## config.mk

```make
export PLATFORM = sky130hd
export DESIGN_NAME = crc16_encode
export DESIGN_NICKNAME = d
export VERILOG_FILES = /design/src/rtl/crc16_encode.sv
export SDC_FILE = /design/constraint.sdc
export NUM_CORES = 1
export LEC_CHECK = 0
export CAP_MARGIN = 20
export CORE_MARGIN = 2
export CORE_UTILIZATION = 47
export CTS_CLUSTER_SIZE = 14
export DETAILED_ROUTE_END_ITERATION = 10
export GPL_ROUTABILITY_DRIVEN = 0
export GPL_TIMING_DRIVEN = 0
export PLACE_DENSITY = 0.74
export SETUP_SLACK_MARGIN = 0.5
export SLEW_MARGIN = 40
export SYNTH_ARGS = -nofsm -noshare
export SYNTH_HDL_FRONTEND = slang
export SYNTH_SLANG_ARGS = --single-unit
```

## constraint.sdc

```tcl
create_clock -name clock -period 1.7 [get_ports clock]
set_input_delay 0.425 -clock clock [delete_from_list [all_inputs] [get_ports clock]]
set_output_delay 0.425 -clock clock [all_outputs]
set_load 0.03 [all_outputs]
```

## src/rtl/crc16_encode.sv

```systemverilog
// USB transmit CRC16 generator: passes DATA payload bits straight through while
// stepping the LFSR, then appends the complemented 16-bit remainder MSB first.
module crc16_encode #(
  parameter logic [15:0] POLY = 16'h8005,
  parameter logic [15:0] INIT = 16'hFFFF
) (
  input  logic        clock,
  input  logic        reset,
  input  logic        start,
  input  logic        empty,
  input  logic        in_bit,
  input  logic        in_valid,
  input  logic        in_last,
  output logic        in_ready,
  output logic        out_bit,
  output logic        out_valid,
  input  logic        out_ready,
  output logic        out_last,
  output logic        busy,
  output logic        done,
  output logic [15:0] crc_out
);

  typedef enum logic [1:0] {S_IDLE, S_DATA, S_FLUSH} state_t;

  state_t      state_q, state_d;
  logic [15:0] lfsr_q, lfsr_d;
  logic [15:0] crc_q, crc_d;
  logic [3:0]  cnt_q, cnt_d;
  logic        done_q, done_d;

  logic        fb;
  logic [15:0] lfsr_step;

  assign fb        = in_bit ^ lfsr_q[15];
  assign lfsr_step = {lfsr_q[14:0], 1'b0} ^ (fb ? POLY : 16'h0000);

  always_ff @(posedge clock) begin
    if (reset) begin
      state_q <= S_IDLE;
      lfsr_q  <= INIT;
      crc_q   <= 16'h0000;
      cnt_q   <= 4'd0;
      done_q  <= 1'b0;
    end else begin
      state_q <= state_d;
      lfsr_q  <= lfsr_d;
      crc_q   <= crc_d;
      cnt_q   <= cnt_d;
      done_q  <= done_d;
    end
  end

  always_comb begin
    state_d = state_q;
    lfsr_d  = lfsr_q;
    crc_d   = crc_q;
    cnt_d   = cnt_q;
    done_d  = 1'b0;
    case (state_q)
      S_IDLE: begin
        if (start) begin
          lfsr_d = INIT;
          cnt_d  = 4'd0;
          if (empty) begin
            crc_d   = INIT;
            state_d = S_FLUSH;
          end else begin
            state_d = S_DATA;
          end
        end
      end
      S_DATA: begin
        if (in_valid && out_ready) begin
          lfsr_d = lfsr_step;
          if (in_last) begin
            crc_d   = lfsr_step;
            cnt_d   = 4'd0;
            state_d = S_FLUSH;
          end
        end
      end
      S_FLUSH: begin
        if (out_ready) begin
          if (cnt_q == 4'd15) begin
            state_d = S_IDLE;
            done_d  = 1'b1;
          end else begin
            cnt_d = cnt_q + 4'd1;
          end
        end
      end
      default: state_d = S_IDLE;
    endcase
  end

  // 15-cnt on a 4-bit counter is just its bitwise inverse.
  always_comb begin
    in_ready  = 1'b0;
    out_bit   = 1'b0;
    out_valid = 1'b0;
    out_last  = 1'b0;
    case (state_q)
      S_DATA: begin
        in_ready  = out_ready;
        out_bit   = in_bit;
        out_valid = in_valid;
      end
      S_FLUSH: begin
        out_valid = 1'b1;
        out_bit   = ~crc_q[~cnt_q];
        out_last  = (cnt_q == 4'd15);
      end
      default: ;
    endcase
  end

  assign busy    = (state_q != S_IDLE);
  assign done    = done_q;
  assign crc_out = crc_q;

endmodule

```

==> results_dict.tcl <==
set metrics [dict create \
    clk_pin_slew_ns 0.08 \
    vias 1871 \
    rows 22 \
    reg2regPathDepth 8 \
    dp_cells 285 \
    switching_share_pct 42.0 \
    grt_max_degree 13 \
    grt-ovfl-total 0 \
    setup_viol 34 \
    critPathSlowestCell "a311o_2" \
    fill_cells 179 \
    chipWidth_um 66.6 \
    syn_inst 208 \
    status "complete, but fails checks" \
    rsz0062_at_grt "true" \
    clkPwrFrac_pct 9.9 \
    post-route-period-util_pct 126 \
    r2r_setup_slack_ns -0.24 \
    cp-start-kind "flip-flop" \
    worstPathCellList "buf_8, mux2i_2, o22ai_1, nor4_1, a311o_2, buf_6" \
    synth_area_per_cell_um2 8.85 \
    core_um2 3720 \
    dieArea_um2 4440 \
    syn_to_final_growth_pct 70.4 \
    routed_wl_um 6170 \
    cp_slowest_stage_delay_ns 0.37 \
    io_buffers 29 \
    path_class "reg2out" \
    cp-end-kind "output pin" \
    dp_hpwl_um 3250 \
    slew_headroom_pct 65.5 \
    ctsHoldBuffers 0 \
    antennaDiodeCount 0 \
    ant_nets 0 \
    hold_viol_final 0 \
    synth_flop_cell "dfxtp_1" \
    power_density_nw_per_um2 2020 \
    drt_iter0_drc 108 \
    hold_ws_ns 0.473 \
    cts-buffers-inserted 5 \
    synthArstFlopShare_pct 0 \
    antenna_found_initial 0 \
    root_buffer "clkbuf_8" \
    syn_nets 221 \
    finClkSkew_ns 0.00643 \
    power.internal_mw 3.68 \
    vias_per_cell 5.94 \
    violations "negative setup slack" \
    mostFrequentLayoutCell "buf_6" \
    drv_cap 0 \
    cp.required_ns 1.27 \
    yosys_warnings 0 \
    ys_seq_area_share_pct 42.4 \
    final_area_um2 3140 \
    fin_setup_tns_ns -4.29 \
    pwr-share-comb_pct 63.6 \
    first_pass_iters 4 \
    r2r_start "state_q[1]" \
    min_from "lfsr_q[0]" \
    grt_pass1_wl_um 9430 \
    pre_cts_slack_ns -0.822 \
    cp_top_family "compound AO/OA/AOI/OAI gates" \
    drv_slew 0 \
    fin_cells 315 \
    worstMarginPinSlew_ns 0.514 \
    fin_nets 279 \
    ir_drop_mv 1.22 \
    clock_sinks 39 \
    arrival_ns 1.71 \
    initial_utilization_pct 49.6 \
    seq_power_share_pct 26.5 \
    clkLatencyLatePin_ns 0.30 \
    final_cell_mix "31 x buf_6, 18 x dfxtp_1, 14 x nand2_2, 14 x o211ai_1, 14 x dfxtp_2" \
    die_h_um 66.6 \
    synthesis.area_um2 1840 \
    path_buf_inv 2 \
    crit_fanout 9 \
    io_pins 30 \
    avgRoutedWirePerCell_um 19.6 \
    p_leak_nw 1.15 \
    layout-drive-gt1-share_pct 61.8 \
    setup_ws_ns -0.434 \
    tritoncts "yes" \
    endpoint "out_bit" \
    synth-edff-count 0 \
    cp-startpoint "cnt_q[1]" \
    p_sw_mw 2.67 \
    hold_path_class "reg2reg" \
    grt_pass1_vias 1868 \
    crit_cells 6 \
    fin_crit_ns 2.13 \
    r2r-end "cnt_q[0]" \
    drc 0 \
    max_freq_mhz 469 \
    post_dp_cell_area_um2 2360 \
    cts.path.max_buffers 2 \
    grt_use_total_pct 28.6 \
    yosysUniqueCellTypes 41 \
    htreeDepth 2 \
    synth_seq_cells 39 \
]
-- area by class of cell --
cell class                      instances  area, um^2  share of cell area [%]
Sequential cell                        39         825                    26.3
Buffer                                 15         210                    6.70
Tap cell                               48        60.1                    1.91
Timing Repair Buffer                   50         574                    18.3
Inverter                                6        31.3                   0.996
Clock buffer                            6        72.6                    2.31
Clock inverter                          2        11.3                   0.359
Multi-Input combinational cell        149        1360                    43.2
-- synthesized netlist by cell type (all sizes together), types with 2 or more instances --
library cell	count	area, um^2
nor3	3	15.0
and2	3	20.0
mux2i	10	100
a211oi	16	125
nor2	22	82.6
xor2	2	17.5
ha	5	62.6
o211ai	14	105
clkbuf	11	41.3
dfxtp	39	781
nand3	3	20.0
or4	2	15.0
nand2b	3	18.8
a211o	2	17.5
a311oi	2	17.5
a21oi	7	35.0
nand2	16	60.1
buf	4	22.5
nor2b	15	93.8
xnor2	2	17.5
o31ai	2	15.0
o21ai	4	20.0
and3	2	13.8
inv	6	22.5
a221oi	2	17.5
-- worst min-delay path by stage --
stage	to	slack, ns	cells past startpoint
3_5_place_dp	lfsr_q[0]	0.46	1
3_3_place_gp	lfsr_q[0]	0.45	1
4_1_cts	lfsr_q[0]	0.48	1
6_report	lfsr_q[0]	0.47	1
2_1_floorplan	lfsr_q[0]	0.44	1
5_1_grt	lfsr_q[0]	0.50	1
-- worst reg2reg max path: cells and delay by family (launching register included) --
family,cells,cell delay [ns]
AOI/OAI and AO/OA,2,0.50
buffers and inverters,4,0.43
DFF,1,0.40
and+or+nand+nor,1,0.38
adders and majority gates,1,0.16
-- routing by layer --
| layer | share of wire, % | track usage (%) | up-vias | wire (um) |
|---|---|---|---|---|
| met5 | 0 | 0 | - | 0 |
| met4 | 2.2 | 11.5 | 0 | 137 |
| met3 | 4.0 | 4.90 | 19 | 246 |
| met2 | 55 | 52.0 | 61 | 3370 |
| met1 | 39 | 32.8 | 917 | 2410 |
| li1 | - | - | 874 | - |
-- cells by family after synthesis --
logic type / after synthesis / synth area share, %
buf+inv: 21 / 4.69
fa+ha+maj: 5 / 3.40
simple gates: 74 / 20.4
compound gates: 55 / 21.8
mux: 10 / 5.43
xor+xnor: 4 / 1.90
flops: 39 / 42.4
-- per-stage QoR --
stage / power [mW] / util (%)
after floorplan: 3.42 / -
after global placement: 4.12 / 63.5
after detailed placement: 4.15 / 63.5
after CTS: 5.84 / 78.4
after global routing: 6.66 / 84.5
final: 6.35 / 84.5
-- timing repair --
item                       CTS  global route
buffers inserted            10             5
cloned                       7             0
setup endpoints to repair   61            61
pin swaps                   10            14
gates resized for setup    233            52
-- registers in the layout (all words and copies together) (netlist names) --
register and cells:
cnt_q 4, lfsr_q 16, crc_out 16, state_q 2, done 1
-- power by group through the flow --
stage                     Clock, mW  Combinational [mW]  Sequential (mW)
final                         0.631                4.04             1.68
after global routing          0.678                4.26             1.72
after CTS                     0.630                3.59             1.62
after floorplan                   0                1.67             1.75
after global placement            0                2.59             1.53
after detailed placement          0                2.61             1.54
Power figures use the tool's default switching activity.
==> RTL change (config.mk and constraints unchanged) <==
Reset style: asynchronous (`reset`), changed in one clocked block.
--- a/src/rtl/crc16_encode.sv
+++ b/src/rtl/crc16_encode.sv
@@ -36,5 +36,5 @@
   assign lfsr_step = {lfsr_q[14:0], 1'b0} ^ (fb ? POLY : 16'h0000);
 
-  always_ff @(posedge clock) begin
+  always_ff @(posedge clock or posedge reset) begin
     if (reset) begin
       state_q <= S_IDLE;
Check against the original RTL: differs if reset is asserted again (counterexample within 4 cycles, from zero or initial values and one cycle with reset high); with reset held inactive, the same outputs for 4 cycles.
==> RTL change against the unedited design <==
  * Largest power group unchanged
  * Worst hold slack improved by 0.010 ns
  * Setup slack got worse by 0.44 ns
  * Total power fell by 13%
  * Sequential cell count did not move
  * Critical path depth fell by 1
  * Area after synthesis rose by 4.6%
  * Wire length rose by 6.3%
  * Global-route usage fell by 2.8 points
  * Non-clock buffer count rose by 7
  * Largest cell class unchanged
  * Cell area rose by 7.5%
  * Clock skew rose by 0.0047 ns
  * Sequential share of layout area rose by 3.7 points
  * The run still ends with setup timing left
==> RTL change: results (changes against the unedited design) <==
### Setup path
* critical path peak fanout: 6, -3
* startpoint of the worst setup timing path: cnt_q[0]$_DFFE_PP0P_

### Detailed routing
* vias after detailed routing: 1743, -6.8%
* average wire per cell in the routed design: 21.3 microns, +8.7%
* violation count after the first detailed-route iteration: 106, -1.9%

### Yosys
* post-synthesis share of cell area spent on full adders, half adders and majority gates: 0.0325, -0.00150
* top cell types by occurrence after synthesis: a21oi_1, nor2_1, dfrtp_1
* most area-consuming cells after synthesis: dfrtp_1, dfstp_2, a21oi_1
* share of the synthesized area in compound gates (AO/OA/AOI/OAI): 0.131, -0.0876
* main flop type after synthesis: dfrtp_1
* post-synth net total: 201, -9.0%
* sequential area share after synthesis: 0.517, +0.0930
* Synth cell types: 28, -32%
* Mapped Cells: 188, -9.6%

### Global route
* met3 usage in global routing: 0.0609, +0.0119
* met1 track utilization from global routing: 0.300, -0.0283
* maximum number of pins on one net before global-route repair: 40, +27
* GRT Total Usage: 0.258, -0.0282

### Place
* Final HPWL DP: 3140 microns, -3.2%

### Min path
* path type of the worst min-delay path: in -> async

### Timing
* Post-Route Setup TNS: -2.40 ns, +1.89 ns
* setup violators final: 32, -5.9%
* PnR worst setup slack: -0.875 ns, -0.442 ns

### Pwr
* VDD IR max: 1180 uV, -3.3%
* leakage dissipation: 1.23 nW, +6.9%

### Final layout
* number of fill cells in the layout: 185, +3.4%
* share of layout cells above drive strength 1: 0.748, +0.130
* fin nets: 270, -3.2%

### Outcome
* violated checks: setup timing
* outcome: complete, but fails checks

[RTL change: changes by cell type in the layout (fill, tap and decap cells not counted), moves of 7 or more]
cell,before,now
a21oi_2,4,26
dfxtp_1,18,0
dfstp_2,0,16
dfxtp_2,14,0
nand2_2,14,0
nor2_4,2,16
buf_4,7,20
o211ai_1,14,1
dfrtp_2,0,12
a211oi_2,11,0
dfrtp_1,0,11
dfxtp_4,7,0
[RTL change: cells by family after synthesis]
| logic type | Yosys count |
|---|---|
| AND/OR/NAND/NOR | 72 |
| multiplexers | 10 |
| buffers and inverters | 15 |
| AO/OA/AOI/OAI | 44 |
| XOR/XNOR | 3 |
| flip-flops | 39 |
| adder cells (fa/ha/maj) | 5 |
[RTL change: worst max-delay path: stages, from the launching register on]
cell and delay (ns):
dfrtp_1 0.38, buf_6 0.15, mux4_2 0.52, mux4_2 0.51, o21ai_4 0.15, buf_6 0.14
[RTL change: layout make-up]
type / instances / area (sq um) / share of cell area
multi-input combinational: 134 / 1330 / 0.394
clock buffer: 7 / 96.3 / 0.0286
sequential: 39 / 1010 / 0.300
timing repair buffer: 62 / 659 / 0.195
clock inverter: 1 / 7.51 / 0.00223
buffer: 10 / 186 / 0.0553
inverter: 5 / 22.5 / 0.00668
tap: 50 / 62.6 / 0.0185
[RTL change: final timing paths]
kind	slack (ns)	to
setup / recovery	-0.88	out_bit
hold / removal	0.48	crc_out[11]$_DFFE_PP0P_
setup reg to reg	-0.08	cnt_q[1]$_DFFE_PP0P_
hold reg to reg	0.52	lfsr_q[7]$_DFFE_PP1P_
max in group asynchronous	0.71	lfsr_q[6]$_DFFE_PP1P_
min in group clock	0.52	lfsr_q[7]$_DFFE_PP1P_
[RTL change: repair_timing]
action	CTS	global route
buffers inserted	13	16
hold buffers	0	0
endpoints found under the setup margin	61	61
resized for setup	230	47
gates cloned	3	0
pin swaps	11	8
[RTL change: power by group]
part / switching [mW] / internal, mW / total, mW
Sequential: 0.172 / 1.10 / 1.27
Clock: 0.341 / 0.369 / 0.710
Combinational: 1.72 / 1.79 / 3.51
[RTL change: per-layer routing]
metal / share of wire / vias up
li1: - / 775
met1: 0.38 / 893
met2: 0.55 / 58
met3: 0.040 / 17
met4: 0.024 / 0
met5: 0 / -
[RTL change: through the flow]
stage,power [mW],hold slack [ns]
after floorplan,2.67,0.391
final,5.50,0.483
after CTS,4.78,0.504
after global routing,5.69,0.524
after global placement,3.10,0.490
after detailed placement,3.15,0.493
